**config.mk**
```make
export PLATFORM = sky130hd
export DESIGN_NAME = pipe_hazard_ctrl
export DESIGN_NICKNAME = d
export VERILOG_FILES = /design/src/rtl/pipe_hazard_ctrl.sv
export SDC_FILE = /design/constraint.sdc
export NUM_CORES = 1
export LEC_CHECK = 0
export CAP_MARGIN = 20
export CORE_MARGIN = 2
export CORE_UTILIZATION = 44
export DETAILED_ROUTE_END_ITERATION = 16
export GPL_TIMING_DRIVEN = 0
export PLACE_DENSITY = 0.83
export SKIP_CTS_REPAIR_TIMING = 1
export SLEW_MARGIN = 10
export SYNTH_ARGS = -nofsm -noshare
export SYNTH_HDL_FRONTEND = slang
export SYNTH_SLANG_ARGS = --single-unit
```
**constraint.sdc**
```tcl
create_clock -name CLK -period 2.59 [get_ports CLK]
set_input_delay 0.6475 -clock CLK [delete_from_list [all_inputs] [get_ports CLK]]
set_output_delay 0.6475 -clock CLK [all_outputs]
set_load 0.01 [all_outputs]
```
**src/rtl/pipe_hazard_ctrl.sv**
```systemverilog
// rtl/pipe_hazard_ctrl.sv - freeze/flush sequencer for the 5-stage pipeline latches and PC
//
// Decides each cycle which pipeline latches capture, capture a bubble, or hold.
// Optional perf counters are built when PIPE_PERF_CNT_EN is defined.
//
// Ports:
//   CLK, RST             clock, synchronous active-high reset
//   ihit, dhit           instruction / data cache hit this cycle
//   mm_dacc              MM stage holds a load or store
//   ex_dREN, ex_rd       EX stage load flag and destination register
//   id_rs, id_rt         ID stage source registers
//   mm_br_taken          MM stage branch/jump resolved taken
//   mm_halt              MM stage holds HALT
//   pc_en, pc_redirect   PC capture enable, PC selects MM-stage target
//   *_en, *_flush        latch capture enables and bubble-capture controls
//   halt_out             core halted (sticky until RST)
//   err                  data-wait watchdog tripped (sticky until RST)
//   stall_cnt, flush_cnt 32-bit perf counters (PIPE_PERF_CNT_EN only)

module pipe_hazard_ctrl #(
  parameter int DWAIT_MAX = 64,
  parameter int REG_W     = 5
) (
  input  logic             CLK,
  input  logic             RST,
  input  logic             ihit,
  input  logic             dhit,
  input  logic             mm_dacc,
  input  logic             ex_dREN,
  input  logic [REG_W-1:0] ex_rd,
  input  logic [REG_W-1:0] id_rs,
  input  logic [REG_W-1:0] id_rt,
  input  logic             mm_br_taken,
  input  logic             mm_halt,
  output logic             pc_en,
  output logic             pc_redirect,
  output logic             ifid_en,
  output logic             idex_en,
  output logic             exmm_en,
  output logic             mmwb_en,
  output logic             ifid_flush,
  output logic             idex_flush,
  output logic             exmm_flush,
  output logic             halt_out,
  output logic             err
`ifdef PIPE_PERF_CNT_EN
  ,
  output logic [31:0]      stall_cnt,
  output logic [31:0]      flush_cnt
`endif
);

  typedef enum logic [1:0] {RUN, DWAIT, FLUSH_PEND, HALTED} state_t;

  localparam int CNT_W = $clog2(DWAIT_MAX + 1);
  localparam logic [CNT_W-1:0] CNT_MAX = CNT_W'(DWAIT_MAX);
  localparam logic [CNT_W-1:0] CNT_ONE = CNT_W'(1);

  state_t           state, state_nxt;
  logic [CNT_W-1:0] wait_cnt, wait_cnt_nxt;
  logic             set_err;
  logic             load_use;

  assign load_use = ex_dREN && (ex_rd != '0) && ((ex_rd == id_rs) || (ex_rd == id_rt));

  always_comb begin
    state_nxt    = state;
    wait_cnt_nxt = wait_cnt;
    set_err      = 1'b0;
    pc_en        = 1'b0;
    pc_redirect  = 1'b0;
    ifid_en      = 1'b0;
    idex_en      = 1'b0;
    exmm_en      = 1'b0;
    mmwb_en      = 1'b0;
    ifid_flush   = 1'b0;
    idex_flush   = 1'b0;
    exmm_flush   = 1'b0;

    unique case (state)
      RUN: begin
        if (mm_halt) begin
          // Let HALT reach MM/WB, then stop everything.
          {pc_en, ifid_en, idex_en, exmm_en, mmwb_en} = '1;
          state_nxt = HALTED;
        end else if (mm_br_taken && ihit) begin
          // Branch wins over load-use: the flush kills the ID stage anyway.
          {pc_en, pc_redirect, ifid_en, idex_en, exmm_en, mmwb_en} = '1;
          {ifid_flush, idex_flush, exmm_flush} = '1;
        end else if (mm_br_taken) begin
          state_nxt = FLUSH_PEND;
        end else if (mm_dacc && !dhit) begin
          state_nxt    = DWAIT;
          wait_cnt_nxt = CNT_ONE;
        end else begin
          pc_en      = !load_use && ihit;
          ifid_en    = !load_use;
          ifid_flush = !load_use && !ihit;
          idex_en    = 1'b1;
          idex_flush = load_use;
          exmm_en    = 1'b1;
          mmwb_en    = 1'b1;
        end
      end
      DWAIT: begin
        if (dhit) begin
          pc_en        = !load_use && ihit;
          ifid_en      = !load_use;
          ifid_flush   = !load_use && !ihit;
          idex_en      = 1'b1;
          idex_flush   = load_use;
          exmm_en      = 1'b1;
          mmwb_en      = 1'b1;
          state_nxt    = RUN;
          wait_cnt_nxt = '0;
        end else begin
          wait_cnt_nxt = (wait_cnt == CNT_MAX) ? CNT_MAX : wait_cnt + 1'b1;
          set_err      = (wait_cnt_nxt == CNT_MAX);
        end
      end
      FLUSH_PEND: begin
        if (ihit) begin
          {pc_en, pc_redirect, ifid_en, idex_en, exmm_en, mmwb_en} = '1;
          {ifid_flush, idex_flush, exmm_flush} = '1;
          state_nxt = RUN;
        end
      end
      HALTED: begin
        state_nxt = HALTED;
      end
      default: state_nxt = RUN;
    endcase

    // Reset forces every latch to capture nothing and present bubbles.
    if (RST) begin
      {pc_en, pc_redirect, ifid_en, idex_en, exmm_en, mmwb_en} = '0;
      {ifid_flush, idex_flush, exmm_flush} = '1;
    end
  end

  always_ff @(posedge CLK) begin
    if (RST) begin
      state    <= RUN;
      wait_cnt <= '0;
      halt_out <= 1'b0;
      err      <= 1'b0;
    end else begin
      state    <= state_nxt;
      wait_cnt <= wait_cnt_nxt;
      if (state_nxt == HALTED) halt_out <= 1'b1;
      if (set_err)             err      <= 1'b1;
    end
  end

`ifdef PIPE_PERF_CNT_EN
  // pc_redirect is only ever raised together with the branch-flush pattern.
  always_ff @(posedge CLK) begin
    if (RST) begin
      stall_cnt <= '0;
      flush_cnt <= '0;
    end else begin
      if (!pc_en && (state != HALTED)) stall_cnt <= stall_cnt + 32'd1;
      if (pc_redirect)                 flush_cnt <= flush_cnt + 32'd1;
    end
  end
`else
  // No performance counters in this build.
`endif

endmodule

```
==> key figures <==
STA
  • Tightest slew margin relative to the limit: 0.7493
  • Worst-Margin Slew: 0.3731 ns
  • Min cycle time layout: 2.614 ns
  • Final clock skew: 0.001225 ns
  • Fmax: 382.6 MHz
  • Slack of the critical path: -0.02381 ns
  • Count of final max-slew check failures: 0
  • Final period utilization: 1.009
  • Hold Vio Cnt, Final: 0
  • Total setup violations reported at the end of the flow: 1
  • Unrepaired setup endpoints after global routing: true
  • Final hold slack: 0.4741 ns

Routing
  • Number of antenna-violating nets in the routed design: 0
  • Topmost layer with routed signal wires: met4
  • Met2 wire length: 1268 um
  • Number of iterations in the first detailed-routing pass: 4
  • Wire length the detailed router placed on met1: 1230 um
  • Total number of vias: 1135
  • WL final: 2785 um
  • Number of violations reported at the end of detailed-routing iteration 0: 37
  • Remaining DRCs: 0
  • Met3 wirelength from detailed routing: 216 um
  • DR WL/cell: 14.28 um
  • Via-to-Cell Ratio: 5.821

Final layout
  • Layout overhead on the synthesized area: 52.57%
  • Final cell count without fillers: 195
  • Nets: 193
  • Fillcell total: 153
  • Number of diodes: 0
  • Share of post-route cells with drive strength above 1: 0.2455
  • Post-Layout Inst Area: 0.001485 mm^2
  • Final core area utilization: 0.6913

Power
  • Portion of total power attributed to sequential cells: 0.352
  • Clock power frac: 0.223
  • Internal cell power: 354.1 uW
  • Relative contribution of combinational cells to total power: 0.425
  • Power per standard cell area: 356.7 mW/mm^2
  • Power, Total: 529.8 uW
  • Switch share: 0.3317
  • Worst supply voltage drop on vdd: 0.2317 mV
  • P_leak: 0.0007239 uW
  • Net switching power of the design: 175.7 uW

Global route
  • Initial antenna violation count: 0
  • All-layer global routing usage: 0.1984
  • Global route overflow: 0
  • Vias in the first global route: 996
  • Maximum number of pins on one net before global-route repair: 11
  • Global-route wire length before repair: 4071 um

Outcome
  • Failing checks: negative setup slack
  • Status: finished with violations

Min path
  • Min-Delay Path Class: reg -> reg
  • Worst hold start: err
  • Sink of the worst hold path: err
  • Hold Path Depth: 2

Worst setup path
  • Reg-to-Reg End: err
  • Nature of the critical path endpoint: output pin
  • CP Class: in -> out
  • Cell count of the worst reg-to-reg path: 6
  • Element type at the critical path start: primary input
  • Arrival time reported for the critical path endpoint: 1.97 ns
  • CP max FO: 3
  • Critical Path Source: ex_rd[4]
  • Critical Path RT: 1.94 ns
  • Reg2reg setup slack: 0.85 ns
  • Reg2reg start: wait_cnt[0]

Clock tree
  • TritonCTS clock tree: built
  • Cts bufs inserted: 3
  • Source-to-sink clock delay at the later pin of the worst-skew pair: 0.27 ns
  • Max H-tree Level: 1
  • Library cell used as clock root buffer: sky130_fd_sc_hd__clkbuf_4
  • CTS max path bufs: 2
  • Worst-path clk slew: 0.07 ns
  • Count of clock tree sinks: 11

Place
  • Area of placed instances: 0.001329 mm^2
  • Placed insts: 187
  • HPWL after detailed placement: 1831 um
  • Total of buffers placed on input and output ports: 32
  • Placer congestion estimate: 0.8471

Yosys
  • Distinct cells, synth: 45
  • Area share of the largest cell type after synthesis: 0.2262
  • Top cells by area, synth: sky130_fd_sc_hd__dfxtp_1 23%, sky130_fd_sc_hd__xnor2_1 9.9%, sky130_fd_sc_hd__inv_1 3.9%
  • Nets in the synthesized netlist: 152
  • Post-Synthesis Cell Area: 973.4 um^2
  • Sequential share of the synthesized area: 0.2262
  • Ys Warns: 0
  • Cells after synthesis: 127
  • Flops & latches, synth: 11
  • Cell accounting for the most synthesized area: sky130_fd_sc_hd__dfxtp_1
  • Average cell area after synthesis: 7.665 um^2

Die
  • Initial Util: 0.4531
  • DIE HEIGHT: 51.04 um
  • Site row count: 17
  • Boundary Pins: 34
  • CORE AREA: 0.002148 mm^2
  • Horizontal die dimension: 51.04 um
  • Die Area: 0.002605 mm^2

Run
  • Max_cap viols: 0
layer usage:
| layer | up-vias | global-route usage |
|---|---|---|
| met3 | 9 | 0.03216 |
| met2 | 68 | 0.3117 |
| li1 | 545 | - |
| met4 | 0 | 0.1171 |
| met5 | - | 0 |
| met1 | 513 | 0.2536 |
registers in the layout, indices dropped and copies added, names as in the netlist:
register  flops
err           1
state         2
halt_out      1
wait_cnt      7
metrics by stage:
stage	setup WS, ns	TNS [ns]
final	-0.02381	-0.02381
after global routing	-0.07481	-0.2679
after CTS	-0.9405	-6.139
after detailed placement	-0.9239	-6.015
after global placement	-0.8773	-5.840
after floorplan	0.1732	0
worst max-delay path, cell delays in order:
cell,delay (ns)
sky130_fd_sc_hd__buf_8,0.10
sky130_fd_sc_hd__or4_4,0.55
sky130_fd_sc_hd__o21ai_4,0.19
sky130_fd_sc_hd__buf_6,0.12
sky130_fd_sc_hd__nor2b_4,0.03
sky130_fd_sc_hd__a211oi_2,0.16
sky130_fd_sc_hd__buf_2,0.15
power by group through the flow:
stage                     clock (uW)  sequential (uW)  combinational [uW]
after floorplan                    0              190                 111
after global placement             0              190                 203
after detailed placement           0              190                 205
after CTS                        122              187                 207
after global routing             134              188                 243
final                            118              187                 225
worst max path at each step:
stage / end / cells past startpoint
after floorplan: pc_en / 4
after global placement: idex_en / 7
after detailed placement: mmwb_en / 7
final: pc_en / 7
after global routing: pc_en / 7
after CTS: mmwb_en / 7
final cells by class:
class,count,area [um^2],area share
buffer,8,50.05,0.03370
clock buffer,4,26.28,0.01769
inverter,10,37.54,0.02527
multi-input combinational,98,755.7,0.5088
sequential,11,220.2,0.1483
tap,28,35.03,0.02359
timing repair buffer,36,360.3,0.2426
cell families after synthesis:
group,after synthesis,share of synthesized area
and+or+nand+nor,46,0.2635
AOI/OAI and AO/OA,39,0.2982
buffers and inverters,18,0.08740
xor gates and xnor gates,11,0.09897
DFF,11,0.2262
adders and majority gates,2,0.02570
layout by cell type, fill, tap and decap left out, types with 2 or more instances in the layout:
| master | count |
|---|---|
| sky130_fd_sc_hd__xnor2_1 | 11 |
| sky130_fd_sc_hd__nor3_1 | 6 |
| sky130_fd_sc_hd__inv_1 | 9 |
| sky130_fd_sc_hd__and3b_1 | 2 |
| sky130_fd_sc_hd__buf_6 | 3 |
| sky130_fd_sc_hd__clkbuf_4 | 3 |
| sky130_fd_sc_hd__o32ai_1 | 2 |
| sky130_fd_sc_hd__clkdlybuf4s50_1 | 6 |
| sky130_fd_sc_hd__o211a_1 | 2 |
| sky130_fd_sc_hd__dlymetal6s2s_1 | 16 |
| sky130_fd_sc_hd__a21oi_1 | 7 |
| sky130_fd_sc_hd__ha_1 | 2 |
| sky130_fd_sc_hd__clkbuf_1 | 2 |
| sky130_fd_sc_hd__nor2b_4 | 2 |
| sky130_fd_sc_hd__a22oi_1 | 2 |
| sky130_fd_sc_hd__or3_1 | 2 |
| sky130_fd_sc_hd__buf_4 | 5 |
| sky130_fd_sc_hd__nand2_1 | 6 |
| sky130_fd_sc_hd__buf_2 | 5 |
| sky130_fd_sc_hd__o21ai_0 | 5 |
| sky130_fd_sc_hd__nor2_1 | 9 |
| sky130_fd_sc_hd__a21o_1 | 2 |
| sky130_fd_sc_hd__dfxtp_1 | 11 |
| sky130_fd_sc_hd__nand2b_1 | 2 |
| sky130_fd_sc_hd__nand3_1 | 5 |
| sky130_fd_sc_hd__clkbuf_2 | 7 |
| sky130_fd_sc_hd__o21a_1 | 2 |
| sky130_fd_sc_hd__a311oi_1 | 3 |
| sky130_fd_sc_hd__nor2b_1 | 2 |
| sky130_fd_sc_hd__and3_1 | 2 |
cell usage after synthesis:
library cell,instances
sky130_fd_sc_hd__nor4b_1,1
sky130_fd_sc_hd__or4_1,1
sky130_fd_sc_hd__o41ai_1,1
sky130_fd_sc_hd__a21o_1,2
sky130_fd_sc_hd__a31oi_1,1
sky130_fd_sc_hd__and3b_1,2
sky130_fd_sc_hd__or2_0,1
sky130_fd_sc_hd__or3_1,2
sky130_fd_sc_hd__a22oi_1,2
sky130_fd_sc_hd__nand2_1,6
sky130_fd_sc_hd__o21ba_2,1
sky130_fd_sc_hd__nor2_1,9
sky130_fd_sc_hd__o21bai_1,1
sky130_fd_sc_hd__and3_1,2
sky130_fd_sc_hd__a311oi_1,3
sky130_fd_sc_hd__a211oi_1,2
sky130_fd_sc_hd__xnor2_1,11
sky130_fd_sc_hd__nor3b_1,1
sky130_fd_sc_hd__a311o_1,1
sky130_fd_sc_hd__o21ai_2,1
sky130_fd_sc_hd__o32ai_1,2
sky130_fd_sc_hd__clkbuf_1,3
sky130_fd_sc_hd__nand3_1,5
sky130_fd_sc_hd__nand3b_1,1
sky130_fd_sc_hd__buf_4,2
sky130_fd_sc_hd__inv_1,10
sky130_fd_sc_hd__ha_1,2
sky130_fd_sc_hd__nand2b_1,2
sky130_fd_sc_hd__a21oi_2,1
sky130_fd_sc_hd__o22ai_1,2
sky130_fd_sc_hd__a31o_1,1
sky130_fd_sc_hd__a41oi_1,1
sky130_fd_sc_hd__nor3_1,6
sky130_fd_sc_hd__o32ai_2,1
sky130_fd_sc_hd__nand2_2,1
sky130_fd_sc_hd__buf_6,1
sky130_fd_sc_hd__nor2b_1,4
sky130_fd_sc_hd__a21oi_1,7
sky130_fd_sc_hd__or3b_4,1
sky130_fd_sc_hd__o211a_1,2
sky130_fd_sc_hd__nor3_2,1
sky130_fd_sc_hd__buf_2,2
sky130_fd_sc_hd__o21ai_0,5
sky130_fd_sc_hd__o21a_1,2
sky130_fd_sc_hd__dfxtp_1,11
(Power assumes the default switching activity.)
